<file path="config.mk">
export PLATFORM = sky130hd
export DESIGN_NAME = mem_arbiter
export DESIGN_NICKNAME = d
export VERILOG_FILES = /design/src/rtl/mem_arbiter.sv
export SDC_FILE = /design/constraint.sdc
export NUM_CORES = 1
export LEC_CHECK = 0
export ABC_AREA = 1
export BUFFER_PORTS_ARGS = -buffer_cell sky130_fd_sc_hd__buf_2
export CAP_MARGIN = 20
export CORE_AREA = 4 4 113 115
export DETAILED_ROUTE_END_ITERATION = 16
export DIE_AREA = 0 0 117 119
export SLEW_MARGIN = 20
export SYNTH_ARGS = -nofsm -noshare
export SYNTH_HDL_FRONTEND = slang
export SYNTH_SLANG_ARGS = --single-unit
</file>
<file path="constraint.sdc">
create_clock -name i_clk -period 1.9 [get_ports i_clk]
set_clock_uncertainty 0.2 [all_clocks]
set_input_delay 0.095 -clock i_clk [delete_from_list [all_inputs] [get_ports i_clk]]
set_output_delay 0.095 -clock i_clk [all_outputs]
set_load 0.01 [all_outputs]
</file>
<file path="src/rtl/mem_arbiter.sv">
// mem_arbiter: two-port arbiter in front of a single-ported memory.
// Port 0 is the core load/store unit, port 1 is the debug/loader path.
// Grants are issued combinationally from IDLE so a lone request costs no
// extra cycle. Ties go to the port that did not win last time. Writes
// finish in the grant cycle. A read parks the arbiter in WAIT until the
// memory data returns RD_LAT cycles later, then returns that data to the
// requesting port for one cycle.
module mem_arbiter #(
    parameter int RD_LAT = 1
) (
    input  logic        i_clk,
    input  logic        i_reset,
    input  logic        i_req0,
    input  logic        i_req1,
    input  logic        i_wren0,
    input  logic        i_wren1,
    input  logic [31:0] i_addr0,
    input  logic [31:0] i_addr1,
    input  logic [31:0] i_wdata0,
    input  logic [31:0] i_wdata1,
    output logic        o_gnt0,
    output logic        o_gnt1,
    output logic        o_rvalid0,
    output logic        o_rvalid1,
    output logic [31:0] o_rdata0,
    output logic [31:0] o_rdata1,
    output logic        o_mem_en,
    output logic        o_mem_wren,
    output logic [31:0] o_mem_addr,
    output logic [31:0] o_mem_wdata,
    input  logic [31:0] i_mem_rdata
);

    // FSM encoding, kept as plain constants for compatibility with older flows
    localparam logic [0:0] ST_IDLE = 1'b0;
    localparam logic [0:0] ST_WAIT = 1'b1;

    // Counter load value. Out-of-range settings are clamped to 1..4 so the
    // 3-bit counter can never be loaded with zero or overflow.
    localparam logic [2:0] LAT_INIT = (RD_LAT < 1) ? 3'd1 :
                                      (RD_LAT > 4) ? 3'd4 : 3'(RD_LAT);

    logic [0:0]  state_r;
    logic [2:0]  cnt_r;
    logic        last_r;      // port that won the most recent grant
    logic        port_r;      // port that owns the outstanding read
    logic [31:0] raddr_r;     // address of the outstanding read

    logic        idle_s;
    logic        fire_s;
    logic        gnt0_s;
    logic        gnt1_s;
    logic        grant_s;
    logic        win_s;
    logic        win_wren_s;
    logic [31:0] win_addr_s;
    logic [31:0] win_wdata_s;

    // While reset is asserted nothing may be granted or driven, even if a
    // requester is already waiting, so reset gates every decision below.
    assign idle_s = i_reset & (state_r == ST_IDLE);
    assign fire_s = i_reset & (state_r == ST_WAIT) & (cnt_r == 3'd1);

    // Arbitration: lone requester wins, ties go to the port not granted last
    always_comb begin
        gnt0_s = 1'b0;
        gnt1_s = 1'b0;
        if (idle_s) begin
            case ({i_req1, i_req0})
                2'b01: gnt0_s = 1'b1;
                2'b10: gnt1_s = 1'b1;
                2'b11: begin
                    if (last_r) begin
                        gnt0_s = 1'b1;
                    end else begin
                        gnt1_s = 1'b1;
                    end
                end
                default: begin
                    gnt0_s = 1'b0;
                    gnt1_s = 1'b0;
                end
            endcase
        end else begin
            gnt0_s = 1'b0;
            gnt1_s = 1'b0;
        end
    end

    // Winner select: route the granted port's command fields
    always_comb begin
        grant_s     = gnt0_s | gnt1_s;
        win_s       = gnt1_s;
        win_wren_s  = 1'b0;
        win_addr_s  = 32'h0000_0000;
        win_wdata_s = 32'h0000_0000;
        if (gnt1_s) begin
            win_wren_s  = i_wren1;
            win_addr_s  = i_addr1;
            win_wdata_s = i_wdata1;
        end else begin
            win_wren_s  = i_wren0;
            win_addr_s  = i_addr0;
            win_wdata_s = i_wdata0;
        end
    end

    // Memory command: winner's access on a grant, held read address in WAIT
    always_comb begin
        o_mem_en    = 1'b0;
        o_mem_wren  = 1'b0;
        o_mem_addr  = 32'h0000_0000;
        o_mem_wdata = 32'h0000_0000;
        if (grant_s) begin
            o_mem_en    = 1'b1;
            o_mem_wren  = win_wren_s;
            o_mem_addr  = win_addr_s;
            o_mem_wdata = win_wdata_s;
        end else if (i_reset && (state_r == ST_WAIT)) begin
            o_mem_addr  = raddr_r;
        end else begin
            o_mem_en    = 1'b0;
            o_mem_wren  = 1'b0;
            o_mem_addr  = 32'h0000_0000;
            o_mem_wdata = 32'h0000_0000;
        end
    end

    // Grant outputs
    always_comb begin
        o_gnt0 = gnt0_s;
        o_gnt1 = gnt1_s;
    end

    // Read return: one-cycle valid to the owning port, data forced to zero otherwise
    always_comb begin
        o_rvalid0 = fire_s & ~port_r;
        o_rvalid1 = fire_s & port_r;
        if (o_rvalid0) begin
            o_rdata0 = i_mem_rdata;
        end else begin
            o_rdata0 = 32'h0000_0000;
        end
        if (o_rvalid1) begin
            o_rdata1 = i_mem_rdata;
        end else begin
            o_rdata1 = 32'h0000_0000;
        end
    end

    // Control state: FSM, latency counter, round-robin pointer, read owner
    always_ff @(posedge i_clk or negedge i_reset) begin
        if (!i_reset) begin
            state_r <= ST_IDLE;
            cnt_r   <= 3'd0;
            last_r  <= 1'b1;
            port_r  <= 1'b0;
            raddr_r <= 32'h0000_0000;
        end else begin
            case (state_r)
                ST_IDLE: begin
                    if (grant_s) begin
                        last_r <= win_s;
                        if (!win_wren_s) begin
                            state_r <= ST_WAIT;
                            cnt_r   <= LAT_INIT;
                            port_r  <= win_s;
                            raddr_r <= win_addr_s;
                        end
                    end
                end
                ST_WAIT: begin
                    if (cnt_r == 3'd1) begin
                        state_r <= ST_IDLE;
                        cnt_r   <= 3'd0;
                    end else begin
                        cnt_r   <= cnt_r - 3'd1;
                    end
                end
                default: begin
                    state_r <= ST_IDLE;
                    cnt_r   <= 3'd0;
                end
            endcase
        end
    end

endmodule
</file>
==> results list <==
- The tree is rooted in a sky130_fd_sc_hd__clkbuf_16.
* Endpoint, Worst Hold: raddr_r[23]
- The die covers 0.0139 sq mm.
- Number of max-capacitance violations reported: 0
- Kind of start point of the critical path: register
- Result of the run: finished, violations left
* Starting density of the core: 0.277
* Number of DRC markers in iteration 0: 228
* Die H: 119 um
* Vias after detailed routing: 5284
- Hold WS: -0.00465 ns
- Synthesis produced a netlist whose cell count is 606.
* Highest Clock Rate: 0.487 GHz
- For this run, the number of Yosys warnings is 0.
- Along the worst path, the maximum fanout reaches 2.
* Wire length reported by the detailed router: 17500 um
* Capturing element type of the critical path: register
- The synthesized netlist contains 20 unique library cells.
- Commonest non-fill, non-tap cell in the layout: sky130_fd_sc_hd__nand2_1
- Number of failing hold endpoints at the final stage: 1
* Worst min-delay path category: input pin to register
* Drt drc: 0
- The number of antenna diodes in the final layout is 0.
- Average wire per standard cell: 15.2 um
- Overall routing resource usage: 0.214
- The region available for standard cell placement spans 0.0118 sq mm.
* Crit path from: cnt_r[1]
- Maximum number of pins on one net before global-route repair: 39
- Signal arrival time at the worst endpoint: 2.02 ns
* Seq. cell area: 952 sq um
- Counting instances, the worst hold path has a depth of 5.
* FP Rows: 40
* Die width: 117 um
- In this run the critical register-to-register path is launched from cnt_r[1].
- The smallest clock period supported by the final layout is computed as 2.06 ns.
* Number of buffers inserted during clock tree synthesis: 5
* Worst reg2reg endpoint: cnt_r[2]
* Post-Place Setup Slack: 0.0910 ns
- The worst pin sits at a relative slew slack of 0.661.
* Failing checks: negative hold slack, negative setup slack
* Clock sink count: 38
* Clock-pin transition on the worst setup and hold timing paths: 0.06 ns
* Total Neg Setup Slack: -9.88 ns
- The share of the Yosys chip area taken by registers is 0.291.
* Worst VDD drop: 0.000508 V
- Filler cells: 1077
- The critical path in this run is classified as register to register.
- In this run the static leakage power is 0.00417 uW.
* Area growth from synthesis to final layout: 116%
* Combined area of the multi-input logic cells: 0.00244 sq mm
- TritonCTS clock tree: yes
- Worst r2r path cells: 14
- Tightest Pin Transition: 0.508 ns
* Number of buffers between clock root and the deepest sink: 2
- Syn nets: 774
* Number of global-route vias before repair: 4933
* Average size of a mapped cell: 5.40 sq um
* Endpoints failing setup: 130
- After layout, the worst setup slack is -0.155 ns.
* Wire length of the first global-routing pass: 23900 um
- Post-route clock period utilization: 1.08
* Total gr overflow: 0
* Placement Cell Area: 0.00501 sq mm
- Skew-Pair Late Insertion Delay: 0.27 ns
* Layout cell share with drive strength beyond 1: 0.471
- Gpl congestion: 0.811
* Power density over the cells: 869 mW/mm^2
* Synthesized flop and latch total: 38
- Launch point of the worst hold path: i_addr1[23]
* Pre-antenna DRT Iters: 5
- Detailed placement finished with a half-perimeter wire length of 10600 um.
- STA puts the critical path data required time at 1.86 ns.
* Post-route antenna net violation count: 0
- Via density per instance: 4.59
- Input/output buffers: 299
- The H-tree was split into 2 levels.
- The count of pins over their slew limit came to 0.
- The initial antenna violation count is 0.
- Most used cells in the layout excluding fill and tap cells: sky130_fd_sc_hd__nand2_1 (302), sky130_fd_sc_hd__buf_2 (271), sky130_fd_sc_hd__dlygate4sd3_1 (62)
- In this run the count of I/O pins placed on the die edge is 300.
* Post-route cell area: 0.00707 sq mm
- Cell area after synthesis: 0.00327 sq mm
- For this run, the post-layout net count is 1171.
- In this run the register-to-register setup slack is -0.16 ns.
- RSZ-0062 raised after global routing: yes
==> sequential cells by signal, indices dropped and copies added (netlist names) <==
| name | cells |
|---|---|
| cnt_r | 3 |
| last_r | 1 |
| port_r | 1 |
| raddr_r | 32 |
| state_r | 1 |
==> stage by stage <==
stage	cells	power, uW	util
after detailed placement	1033	4000	0.424
after global placement	1033	3990	0.424
final	1151	6140	0.598
after CTS	1133	5620	0.533
after floorplan	606	2960	-
after global routing	1151	6650	0.598
==> cell type report <==
cell class,instances,area share
repair buffers,428,0.446
multi-input cells,484,0.346
flip-flops and latches,38,0.135
inverters,46,0.0262
well taps,147,0.0260
clock buffers,6,0.0197
clock inverters,2,0.00177
==> critical path, stage by stage (launching register included) <==
cell and delay (ns):
sky130_fd_sc_hd__dfrtp_1 0.38, sky130_fd_sc_hd__inv_2 0.08, sky130_fd_sc_hd__ha_4 0.12, sky130_fd_sc_hd__inv_2 0.04, sky130_fd_sc_hd__nor2_4 0.09, sky130_fd_sc_hd__inv_2 0.06
sky130_fd_sc_hd__buf_4 0.13, sky130_fd_sc_hd__buf_4 0.12, sky130_fd_sc_hd__buf_4 0.12, sky130_fd_sc_hd__buf_4 0.12, sky130_fd_sc_hd__buf_4 0.12, sky130_fd_sc_hd__buf_4 0.13
sky130_fd_sc_hd__buf_4 0.12, sky130_fd_sc_hd__nand3_2 0.06, sky130_fd_sc_hd__nand2_1 0.05
==> how the worst max path moves through the flow <==
stage                 endpoint  slack (ns)
2_1_floorplan     o_rdata0[10]        0.13
3_3_place_gp    o_mem_addr[23]        0.13
3_5_place_dp      o_rdata0[27]        0.09
4_1_cts        o_mem_wdata[28]       -0.12
5_1_grt            o_rdata0[2]       -0.27
6_report              cnt_r[2]       -0.16
==> per-layer routing <==
metal,vias to the layer above,global-route usage,wire length (um),part of all wire
met2,213,0.413,9200,0.53
met4,0,0.0487,374,0.021
met3,28,0.0340,1180,0.067
li1,2631,-,-,-
met1,2412,0.238,6710,0.38
met5,-,0,0,0
==> synth_stat cells <==
master,instances,share of area
sky130_fd_sc_hd__clkbuf_1,12,0.014
sky130_fd_sc_hd__nor2_1,66,0.076
sky130_fd_sc_hd__nor3_1,1,0.0015
sky130_fd_sc_hd__ha_1,2,0.0076
sky130_fd_sc_hd__a21oi_1,33,0.050
sky130_fd_sc_hd__xor2_1,1,0.0027
sky130_fd_sc_hd__nand4_1,3,0.0057
sky130_fd_sc_hd__nand3_2,2,0.0061
sky130_fd_sc_hd__or2_2,1,0.0019
sky130_fd_sc_hd__inv_2,2,0.0023
sky130_fd_sc_hd__o21ai_2,1,0.0027
sky130_fd_sc_hd__dfrtp_1,37,0.28
sky130_fd_sc_hd__buf_2,25,0.038
sky130_fd_sc_hd__o21ai_0,3,0.0046
sky130_fd_sc_hd__nor2_4,1,0.0034
sky130_fd_sc_hd__nand3_1,39,0.060
sky130_fd_sc_hd__buf_4,1,0.0023
sky130_fd_sc_hd__dfstp_2,1,0.0080
sky130_fd_sc_hd__nand2_1,331,0.38
sky130_fd_sc_hd__inv_1,44,0.050
==> power breakdown <==
group	switching [uW]	leakage, uW	internal (uW)
Clock	323	0.0000729	519
Sequential	246	0.000476	1220
Combinational	2010	0.00362	1820
==> repair_timing <==
action,4_1_cts,5_1_grt
gates resized for setup,53,134
setup endpoints to repair,129,158
cloned,5,10
hold buffers,62,0
setup buffers,25,11
pin swaps,8,23
endpoints found under the hold margin,68,0
==> kinds of logic after synthesis <==
family	share of synthesized area
AND/OR/NAND/NOR	0.534
buffers and inverters	0.107
flip-flops	0.291
AO/OA/AOI/OAI	0.0577
adder cells (fa/ha/maj)	0.00765
XOR/XNOR	0.00268
Power figures use the tool's default switching activity.
